--- src/rtl/merge_sort_pkg.sv ---
// Shared definitions for the streaming fp32 merge sorter.
//   WIDTH    : data word width (IEEE-754 binary32)
//   DEPTH    : words per frame (power of two)
//   LOGD     : log2(DEPTH), also the number of merge passes
//   SENTINEL : largest finite fp32 value, used as a fill word
//   state_t  : top-level frame sequencing states
package merge_sort_pkg;

    localparam int WIDTH = 32;
    localparam int DEPTH = 16;
    localparam int LOGD  = 4;
    localparam int PTR_W = LOGD + 1;   // pointers must reach DEPTH (one past the end)

    localparam logic [WIDTH-1:0] SENTINEL = 32'h7f7f_ffff;

    typedef logic [LOGD-1:0]  idx_t;
    typedef logic [PTR_W-1:0] ptr_t;

    typedef enum logic [1:0] {
        LOAD   = 2'd0,
        MERGE  = 2'd1,
        OUTPUT = 2'd2,
        DONE   = 2'd3
    } state_t;

endpackage

--- src/rtl/merge_sort_vsd_core_fp32_lt.sv ---
// Combinational fp32 "less than" on raw bit patterns (no arithmetic).
//   a, b : fp32 operands
//   lt   : 1 when a orders strictly before b
// Differing signs: the negative operand is smaller (so -0 < +0).
// Both positive: unsigned magnitude compare; both negative: reversed.
// NaNs and denormals get no special treatment.
module fp32_lt
    import merge_sort_pkg::*;
(
    input  logic [WIDTH-1:0] a,
    input  logic [WIDTH-1:0] b,
    output logic             lt
);

    // Sign-magnitude ordering of the two bit patterns
    always_comb begin
        lt = 1'b0;
        if (a[WIDTH-1] != b[WIDTH-1]) begin
            lt = a[WIDTH-1];
        end else if (a[WIDTH-1] == 1'b0) begin
            lt = (a[WIDTH-2:0] < b[WIDTH-2:0]);
        end else begin
            lt = (a[WIDTH-2:0] > b[WIDTH-2:0]);
        end
    end

endmodule

--- src/rtl/merge_sort_vsd_core.sv ---
// Streaming fp32 sorter: loads DEPTH words (one per clock), sorts them with a
// bottom-up merge sort (one destination write per clock), then streams them
// out ascending on op. A new frame starts only after res.
//   clk      : clock, all state on posedge
//   res      : asynchronous active-high reset (banks keep their contents)
//   data_bus : input word, sampled every cycle while loading
//   op       : registered sorted output word; holds the maximum when finished
module merge_sort_vsd_core
    import merge_sort_pkg::*;
(
    input  logic             clk,
    input  logic             res,
    input  logic [WIDTH-1:0] data_bus,
    output logic [WIDTH-1:0] op
);

    logic [WIDTH-1:0] reg_bank [0:DEPTH-1];
    logic [WIDTH-1:0] tmp_bank [0:DEPTH-1];

    state_t state_r, state_nxt_s;
    idx_t   ld_cnt_r, rd_cnt_r, k_r;
    ptr_t   i_r, j_r, base_r, w_r;
    logic   parity_r;   // 0: reg_bank -> tmp_bank, 1: tmp_bank -> reg_bank

    ptr_t             lend_s, rend_s, k_ext_s;
    logic [WIDTH-1:0] left_s, right_s, pick_s;
    logic             r_lt_l_s, take_left_s, pair_done_s, pass_done_s, last_pass_s;

    fp32_lt u_lt (
        .a  (right_s),
        .b  (left_s),
        .lt (r_lt_l_s)
    );

    // Merge datapath: run bounds, source reads and the stable left/right choice
    always_comb begin
        lend_s  = base_r + w_r;
        rend_s  = base_r + {w_r[PTR_W-2:0], 1'b0};
        k_ext_s = {1'b0, k_r} + ptr_t'(1);
        if (parity_r) begin
            left_s  = tmp_bank[i_r[LOGD-1:0]];
            right_s = tmp_bank[j_r[LOGD-1:0]];
        end else begin
            left_s  = reg_bank[i_r[LOGD-1:0]];
            right_s = reg_bank[j_r[LOGD-1:0]];
        end
        // Ties go left so equal keys keep their input order
        if (i_r == lend_s) begin
            take_left_s = 1'b0;
        end else if (j_r == rend_s) begin
            take_left_s = 1'b1;
        end else begin
            take_left_s = ~r_lt_l_s;
        end
        if (take_left_s) begin
            pick_s = left_s;
        end else begin
            pick_s = right_s;
        end
        pair_done_s = (k_ext_s == rend_s);
        pass_done_s = (k_r == idx_t'(DEPTH - 1));
        last_pass_s = (w_r == ptr_t'(DEPTH / 2));
    end

    // Next-state logic for frame sequencing
    always_comb begin
        state_nxt_s = state_r;
        case (state_r)
            LOAD: begin
                if (ld_cnt_r == idx_t'(DEPTH - 1)) begin
                    state_nxt_s = MERGE;
                end else begin
                    state_nxt_s = LOAD;
                end
            end
            MERGE: begin
                if (pass_done_s && last_pass_s) begin
                    state_nxt_s = OUTPUT;
                end else begin
                    state_nxt_s = MERGE;
                end
            end
            OUTPUT: begin
                if (rd_cnt_r == idx_t'(DEPTH - 1)) begin
                    state_nxt_s = DONE;
                end else begin
                    state_nxt_s = OUTPUT;
                end
            end
            DONE:    state_nxt_s = DONE;
            default: state_nxt_s = LOAD;
        endcase
    end

    // State register
    always_ff @(posedge clk or posedge res) begin
        if (res) begin
            state_r <= LOAD;
        end else begin
            state_r <= state_nxt_s;
        end
    end

    // Counters, merge pointers and the registered output word
    always_ff @(posedge clk or posedge res) begin
        if (res) begin
            ld_cnt_r <= '0;
            rd_cnt_r <= '0;
            k_r      <= '0;
            i_r      <= '0;
            j_r      <= '0;
            base_r   <= '0;
            w_r      <= ptr_t'(1);
            parity_r <= 1'b0;
            op       <= '0;
        end else begin
            case (state_r)
                LOAD: begin
                    ld_cnt_r <= ld_cnt_r + idx_t'(1);
                    // Right run of the first pair starts one word in
                    j_r      <= w_r;
                end
                MERGE: begin
                    k_r <= k_r + idx_t'(1);
                    if (take_left_s) begin
                        i_r <= i_r + ptr_t'(1);
                    end else begin
                        j_r <= j_r + ptr_t'(1);
                    end
                    if (pair_done_s) begin
                        if (pass_done_s) begin
                            base_r   <= '0;
                            i_r      <= '0;
                            j_r      <= {w_r[PTR_W-2:0], 1'b0};
                            w_r      <= {w_r[PTR_W-2:0], 1'b0};
                            parity_r <= ~parity_r;
                        end else begin
                            base_r <= k_ext_s;
                            i_r    <= k_ext_s;
                            j_r    <= k_ext_s + w_r;
                        end
                    end
                end
                OUTPUT: begin
                    op       <= reg_bank[rd_cnt_r];
                    rd_cnt_r <= rd_cnt_r + idx_t'(1);
                end
                DONE: begin
                    op <= op;
                end
                default: begin
                    op <= op;
                end
            endcase
        end
    end

    // Primary bank: frame capture while loading, odd-pass merge destination
    always_ff @(posedge clk) begin
        if (!res) begin
            if (state_r == LOAD) begin
                reg_bank[ld_cnt_r] <= data_bus;
            end else if ((state_r == MERGE) && parity_r) begin
                reg_bank[k_r] <= pick_s;
            end
        end
    end

    // Scratch bank: even-pass merge destination
    always_ff @(posedge clk) begin
        if (!res) begin
            if ((state_r == MERGE) && !parity_r) begin
                tmp_bank[k_r] <= pick_s;
            end
        end
    end

endmodule

--- config.mk ---
export PLATFORM = sky130hd
export DESIGN_NAME = merge_sort_vsd_core
export DESIGN_NICKNAME = d
export VERILOG_FILES = /design/src/rtl/merge_sort_pkg.sv /design/src/rtl/merge_sort_vsd_core_fp32_lt.sv /design/src/rtl/merge_sort_vsd_core.sv
export SDC_FILE = /design/constraint.sdc
export NUM_CORES = 2
export LEC_CHECK = 0
export BUFFER_PORTS_ARGS = -buffer_cell sky130_fd_sc_hd__buf_2
export CAP_MARGIN = 0
export CORE_AREA = 2 2 337 339
export CTS_CLUSTER_DIAMETER = 150
export DETAILED_ROUTE_END_ITERATION = 8
export DIE_AREA = 0 0 339 341
export MAX_ROUTING_LAYER = met4
export PLACE_DENSITY = 0.65
export SETUP_SLACK_MARGIN = 0.3
export SYNTH_ARGS = -nofsm -noshare
export SYNTH_HDL_FRONTEND = slang
export SYNTH_SLANG_ARGS = --single-unit
--- constraint.sdc ---
create_clock -name clk -period 8.6 [get_ports clk]
set_clock_uncertainty 0.2 [all_clocks]
set_input_delay 0.86 -clock clk [delete_from_list [all_inputs] [get_ports clk]]
set_output_delay 0.86 -clock clk [all_outputs]
set_load 0.02 [all_outputs]
## Word level (Yosys, flattened, before mapping)

Memories as Yosys holds them, arrays and structs flattened. A register that Yosys moved wholly into a read port is not among the register bits.
Cells that the tools add are included.

- Bitwise gates (word level): 2
- Multiplexer cells: 31
- Equal/unequal tests: 12
- $lt $le $gt $ge: 2
- $add $sub $neg: 9
- Reductions and logical operators: 12

Operators by type and width:

| operator | number |
|---|---|
| 32-bit two-way mux | 4 |
| 32-bit OR reduction | 1 |
| 31-bit > comparator | 1 |
| 31-bit < comparator | 1 |
| 5-bit two-way mux | 6 |
| 1-bit two-way mux | 17 |
| 5-bit adder | 3 |
| 5-bit == test | 3 |
| 4-bit by 1-bit adder with 4-bit output, second input constant | 3 |
| 4-bit == test, second input constant | 3 |
| 5-bit by 1-bit adder with 5-bit output, second input constant | 2 |
| 5-bit case mux with 2 select lines | 1 |
| 2-bit case mux with 4 select lines | 1 |
| 2-bit AND reduction | 3 |
| 4-bit by 1-bit adder with 5-bit output, second input constant | 1 |
| 5-bit by 4-bit == test with 1-bit output, second input constant | 1 |
| 2-bit == test, second input constant | 2 |
| 4-bit two-way mux | 1 |
| 2-bit nonzero test | 2 |
| 1-bit logical AND | 3 |
| 3-bit inequality test, second input constant | 1 |
| 3-bit AND reduction | 1 |
| 2-bit by 1-bit == test with 1-bit output, second input constant | 1 |
| 2-bit zero test | 1 |
| other kinds (4) | 5 |

- Register bits: 35
- RAM bits: 1024
- Logic and storage cells: 79
- Memories: 2
- Output and inout port bits: 32

Memories:

| memory | depth | bits a word | rd ports | clocked after Yosys merged registers in | wr ports | line | RTL |
|---|---|---|---|---|---|---|---|
| reg_bank | 16 | 32 | 3 | 1 | 1 | merge_sort_vsd_core.sv:17 | `logic [WIDTH-1:0] reg_bank [0:DEPTH-1];` |
| tmp_bank | 16 | 32 | 2 | 0 | 1 | merge_sort_vsd_core.sv:18 | `logic [WIDTH-1:0] tmp_bank [0:DEPTH-1];` |

## Logic depth before layout (Yosys ltp)

An unclocked memory read counts as a cell.

- Word-level depth: 11
- Gate-level depth with buffers: 17

## Hierarchy

A second synthesis with hierarchy kept.

- Cell total of the unflattened synthesis: 3443
- Area total of the unflattened synthesis: 56905.8 um^2

Modules (own cells, without submodules):

| module | times used | seq. area each (um^2) | area an instance (um^2) | cells an instance |
|---|---|---|---|---|
| merge_sort_vsd_core | 1 | 32402.3 | 56076.3 | 3326 |
| fp32_lt | 1 | 0.0 | 829.5 | 117 |

## Worst setup path before layout

Ideal clock, no wire load.

- Path type: register -> register
- Start point: register j_r[0]
- End point: memory reg_bank[0][0], data pin
- Path slack: 2.557 ns
- Path buffers: 4
- Arrival: 5.502 ns
- Cell stages (with the launch flop): 17
- Clock period less this slack: 6.043 ns
- Cells stage by stage: dfrtp_1 -> clkbuf_1 -> clkbuf_1 -> buf_1 -> mux4_2 -> mux4_2 -> mux2_2 -> ha_1 -> nand4_1 -> nor4_1 -> nand3_1 -> o211a_1 -> a211oi_1 -> o31ai_4 -> buf_2 -> and2_1 -> o31ai_1

- Cells in the longest elaborated chain, start to end: 10
- Elaborated cells between the ends (all ways): 14

Ends and longest elaborated chain:

| what | line | RTL |
|---|---|---|
| start, declared | merge_sort_vsd_core.sv:22 | `ptr_t i_r, j_r, base_r, w_r;` |
| start signal, assigned | merge_sort_vsd_core.sv:121 | `j_r <= w_r;` |
| start signal, assigned | merge_sort_vsd_core.sv:128 | `j_r <= j_r + ptr_t'(1);` |
| start signal, assigned | merge_sort_vsd_core.sv:134 | `j_r <= {w_r[PTR_W-2:0], 1'b0};` |
| memory read 16 x 32 bit (on tied branches) | n/a |  |
| 32-bit two-way mux | merge_sort_vsd_core.sv:40 | `if (parity_r) begin` |
| 31-bit < comparator or 31-bit > comparator (tied branches) | merge_sort_vsd_core_fp32_lt.sv:21, merge_sort_vsd_core_fp32_lt.sv:23 |  |
| 1-bit two-way mux | merge_sort_vsd_core_fp32_lt.sv:20 | `end else if (a[WIDTH-1] == 1'b0) begin` |
| 1-bit two-way mux | merge_sort_vsd_core_fp32_lt.sv:18 | `if (a[WIDTH-1] != b[WIDTH-1]) begin` |
| 1-bit NOT | merge_sort_vsd_core.sv:53 | `take_left_s = ~r_lt_l_s;` |
| 1-bit two-way mux | merge_sort_vsd_core.sv:50 | `end else if (j_r == rend_s) begin` |
| 1-bit two-way mux | merge_sort_vsd_core.sv:48 | `if (i_r == lend_s) begin` |
| 32-bit two-way mux * | merge_sort_vsd_core.sv:55 | `if (take_left_s) begin` |
| 32-bit two-way mux (no source line) * | n/a |  |
| end, declared | merge_sort_vsd_core.sv:17 |  |

Mark *: on every way between the ends. The rest lies on a longest branch, timed or not.

## Final worst setup path

- Start point: register j_r[0]
- End point: memory reg_bank[13][25], data pin

- Cells in the longest elaborated chain, start to end: 10
- Elaborated cells between the ends (all ways): 14

Ends and longest elaborated chain:

| what | line | RTL |
|---|---|---|
| memory read 16 x 32 bit (on tied branches) | n/a |  |
| 32-bit two-way mux | merge_sort_vsd_core.sv:40 |  |
| 31-bit < comparator or 31-bit > comparator (tied branches) | merge_sort_vsd_core_fp32_lt.sv:21, merge_sort_vsd_core_fp32_lt.sv:23 |  |
| 1-bit two-way mux | merge_sort_vsd_core_fp32_lt.sv:20 |  |
| 1-bit two-way mux | merge_sort_vsd_core_fp32_lt.sv:18 |  |
| 1-bit NOT | merge_sort_vsd_core.sv:53 |  |
| 1-bit two-way mux | merge_sort_vsd_core.sv:50 |  |
| 1-bit two-way mux | merge_sort_vsd_core.sv:48 |  |
| 32-bit two-way mux * | merge_sort_vsd_core.sv:55 |  |
| via pick_s[25] | merge_sort_vsd_core.sv:26 | `logic [WIDTH-1:0] left_s, right_s, pick_s;` |
| 32-bit two-way mux (no source line) * | n/a |  |

The timed path passes the listed nets; every way through them passes the cells marked *.

==> results by group <==
STA
  – Max transition margin: 7.80%
  – Hold WS: 0.0936 ns
  – Final hold violation count: 0
  – Max Clk Rate: 131 MHz
  – Setup_tns: 0 ns
  – Setup violators final: 0
  – RSZ-0062 raised after global routing: no
  – Worst-margin pin slew: 1.37 ns
  – Max-slew violation count: 0
  – Minimum clock period: 7.64 ns
  – Final worst-path cycle share: 88.9%

Power and ir drop
  – Total Power: 0.0112 W
  – Clock power share: 47.7%
  – Peak supply drop: 0.000189 V
  – Leakage: 19.5 nW
  – PD cells: 179 nW/µm²
  – Sw Pwr: 0.00230 W
  – Int Power: 0.00886 W
  – Power share of the sequential group: 51.7%
  – Combinational Power Share: 0.7%
  – Sw frac: 20.6%

GRT
  – Total track usage: 30.8%
  – Pin count of the biggest net entering global routing: 93
  – M2 GR Usage: 46.9%
  – Initial antenna violation count: 5
  – Grt peak-use layer: met2
  – GR Overflow Total: 0
  – First-pass GRT wire length: 243000 µm
  – M1 GR Usage: 41.8%
  – Grt met3 use: 6.28%
  – Number of global-route vias before repair: 32800

CTS
  – Post-CTS Setup Inserts: 0
  – CTS tree: done
  – CTS Root Cell: clkbuf_16
  – CTS Buf Count: 116
  – Clock latency on the worst-skew pair: 0.74 ns
  – Clk buf depth: 3
  – Hold-fix buffers, CTS: 0
  – Clock sinks: 1090
  – H-Tree Depth: 3
  – Clk pin slew, worst setup/hold paths: 0.07 ns
  – Post-CTS Resized: 0

Logic synthesis
  – Most frequent cells after synthesis: edfxtp_1 (1024), mux4_2 (740), clkbuf_1 (154), nand2_1 (146), mux2i_1 (127)
  – Synth warn: 0
  – Syn Nets: 2941
  – Sequential fraction of the synthesis area: 58.1%
  – Asr flop ratio synth: 6.06%
  – Yosys reg bits: 1090
  – Synth area leader: edfxtp_1
  – Gate count after technology mapping: 2854
  – Netlist cell types: 55
  – Most frequent cell after synthesis: edfxtp_1
  – Mapped Area: 55700 µm²
  – Ys flop type: edfxtp_1
  – Post-Syn Area per Cell: 19.5 µm²
  – Top-area cell type share of the netlist area: 55.2%
  – Largest cells by area after synthesis: edfxtp_1 (55%), mux4_2 (30%), dfrtp_1 (2.9%), mux2i_1 (2.3%), mux2_2 (1.7%)
  – EDFF count, synth: 1024

Floorplan
  – Starting Density: 49.8%
  – Die width: 339 µm
  – Placeable Area: 112000 µm²
  – Num rows: 123
  – IO Count: 66
  – Die H: 341 µm
  – Total die area: 116000 µm²

Critical path
  – Crit. End Element: flop
  – WP data required: 8.93 ns
  – Reg-to-reg endpoint: reg_bank[13][25]
  – Critical path class: flop to flop
  – Worst R2R Start: j_r[0]
  – Reg2Reg Depth: 15
  – Crit start category: flop
  – Critical path launch point: j_r[0]
  – Flop2flop setup slack: 0.96 ns
  – Critical path arrival: 7.98 ns
  – Crit path max fanout: 33

Finish
  – Design area: 62400 µm²
  – Share of cells above drive strength 1: 41.2%
  – Nets: 2999
  – Syn-to-layout area delta: 12.0%

Hold path
  – HP Class: input pin to async pin

Placed design
  – Port buffer count: 65
  – HPWL Detailed: 95900 µm
  – DP Area: 58300 µm²
  – RePlAce Congestion: 0.851

Status
  – Status: complete, no violations

Detailed routing
  – Number of DRC markers in iteration 0: 4662
  – Number of vias per cell: 7.19
  – Routed vias: 32500
  – Remaining antenna violation count after routing: 0
  – Pre-antenna DRT Iters: 7
  – Routed length per instance: 37.9 µm
  – # DRC: 0
  – DRT Wirelength: 171000 µm

Run
  – Max_cap viols: 0
-- flip-flops by register name, indices dropped and copies added (netlist names) --
register and count:
reg_bank 512, tmp_bank 512, op 32, i_r 5, j_r 5, w_r 5
base_r 4, k_r 4, ld_cnt_r 4, rd_cnt_r 4, state_r 2, parity_r 1
-- power groups by stage --
stage / Clock (W) / Sequential [W] / Combinational (W)
final: 0.00532 / 0.00576 / 0.0000768
after detailed placement: 0 / 0.00588 / 0.0000774
after floorplan: 0 / 0.00588 / 0.0000380
after global placement: 0 / 0.00588 / 0.0000725
after global routing: 0.00558 / 0.00576 / 0.0000834
after CTS: 0.00536 / 0.00576 / 0.0000775
-- metal layers --
layer  part of all wire, %  vias to the layer above  wire, µm
li1                      -                    12500         -
met1                    38                    17400     64200
met2                    47                     2235     81300
met3                    11                      376     19500
met4                   3.6                        0      6140
met5                     0                        -         0
-- worst max-delay path, cell delays in order, from the launching register on --
cell and delay, ns:
dfrtp_4 0.79, buf_12 0.34, buf_12 0.21, mux4_2 0.51
mux4_2 0.46, mux2_2 0.30, ha_1 0.35, nand4_1 0.22
nor4_1 1.17, nand3_1 0.26, o211a_1 0.21, a211oi_1 0.41
o31ai_4 0.15, buf_4 0.27, mux2i_1 0.98, mux2_2 0.51
-- kinds of logic after synthesis --
| family | Yosys count | share of synthesized area [%] |
|---|---|---|
| simple gates | 274 | 2.11 |
| flops | 1090 | 58.1 |
| compound gates | 175 | 2.13 |
| mux | 949 | 33.8 |
| xor+xnor | 38 | 0.622 |
| buf+inv | 275 | 1.93 |
| fa+ha+maj | 53 | 1.23 |
-- placed cells by master (no fill, tap or decap), types with 5 or more instances in the layout --
cell type	count
edfxtp_1	1024
clkinv_1	15
nand4_1	9
clkinvlp_4	12
mux2i_1	127
or3_1	5
a21oi_1	41
o221ai_1	35
clkinv_4	10
mux4_2	740
buf_12	19
dfrtp_4	10
nor2_4	28
dfrtp_1	53
nor2b_1	5
clkbuf_8	8
a21o_1	7
a22oi_1	5
nand3_1	20
bufinv_16	17
nand2_1	146
o21ai_0	44
inv_1	46
xor2_1	16
mux2_2	82
buf_4	83
clkbuf_16	116
clkinv_2	18
nor3_1	11
ha_1	50
buf_2	65
inv_6	12
xnor2_1	21
clkbuf_1	9
nor2_1	25
o211ai_1	5
a31oi_1	9
-- worst max path at each step --
stage	end	depth (start not counted)	slack, ns
detailed placement	reg_bank[3][8]	15	1.17
global route	reg_bank[2][1]	15	0.77
global placement	reg_bank[4][18]	15	1.29
finish	reg_bank[13][25]	15	0.96
floorplan	reg_bank[0][0]	16	2.56
CTS	reg_bank[13][25]	15	1.16
-- through the flow --
| step | utilization, % | std cells | worst slack [ns] |
|---|---|---|---|
| after global routing | 55.8 | 4517 | 0.774 |
| after global placement | 52.1 | 4293 | 1.29 |
| after detailed placement | 52.1 | 4293 | 1.17 |
| final | 55.8 | 4517 | 0.957 |
| after CTS | 55.8 | 4514 | 1.16 |
| after floorplan | - | 2854 | 2.56 |
-- layout make-up --
class / count / area, µm²
inverter: 48 / 183
clock buffer: 133 / 3050
fill: 8292 / 49500
clock inverter: 88 / 1020
tap: 1500 / 1880
timing repair buffer: 167 / 1330
sequential: 1090 / 32400
multi-input combinational: 1489 / 22500
antenna: 2 / 5.00
Power figures use the tool's default switching activity.
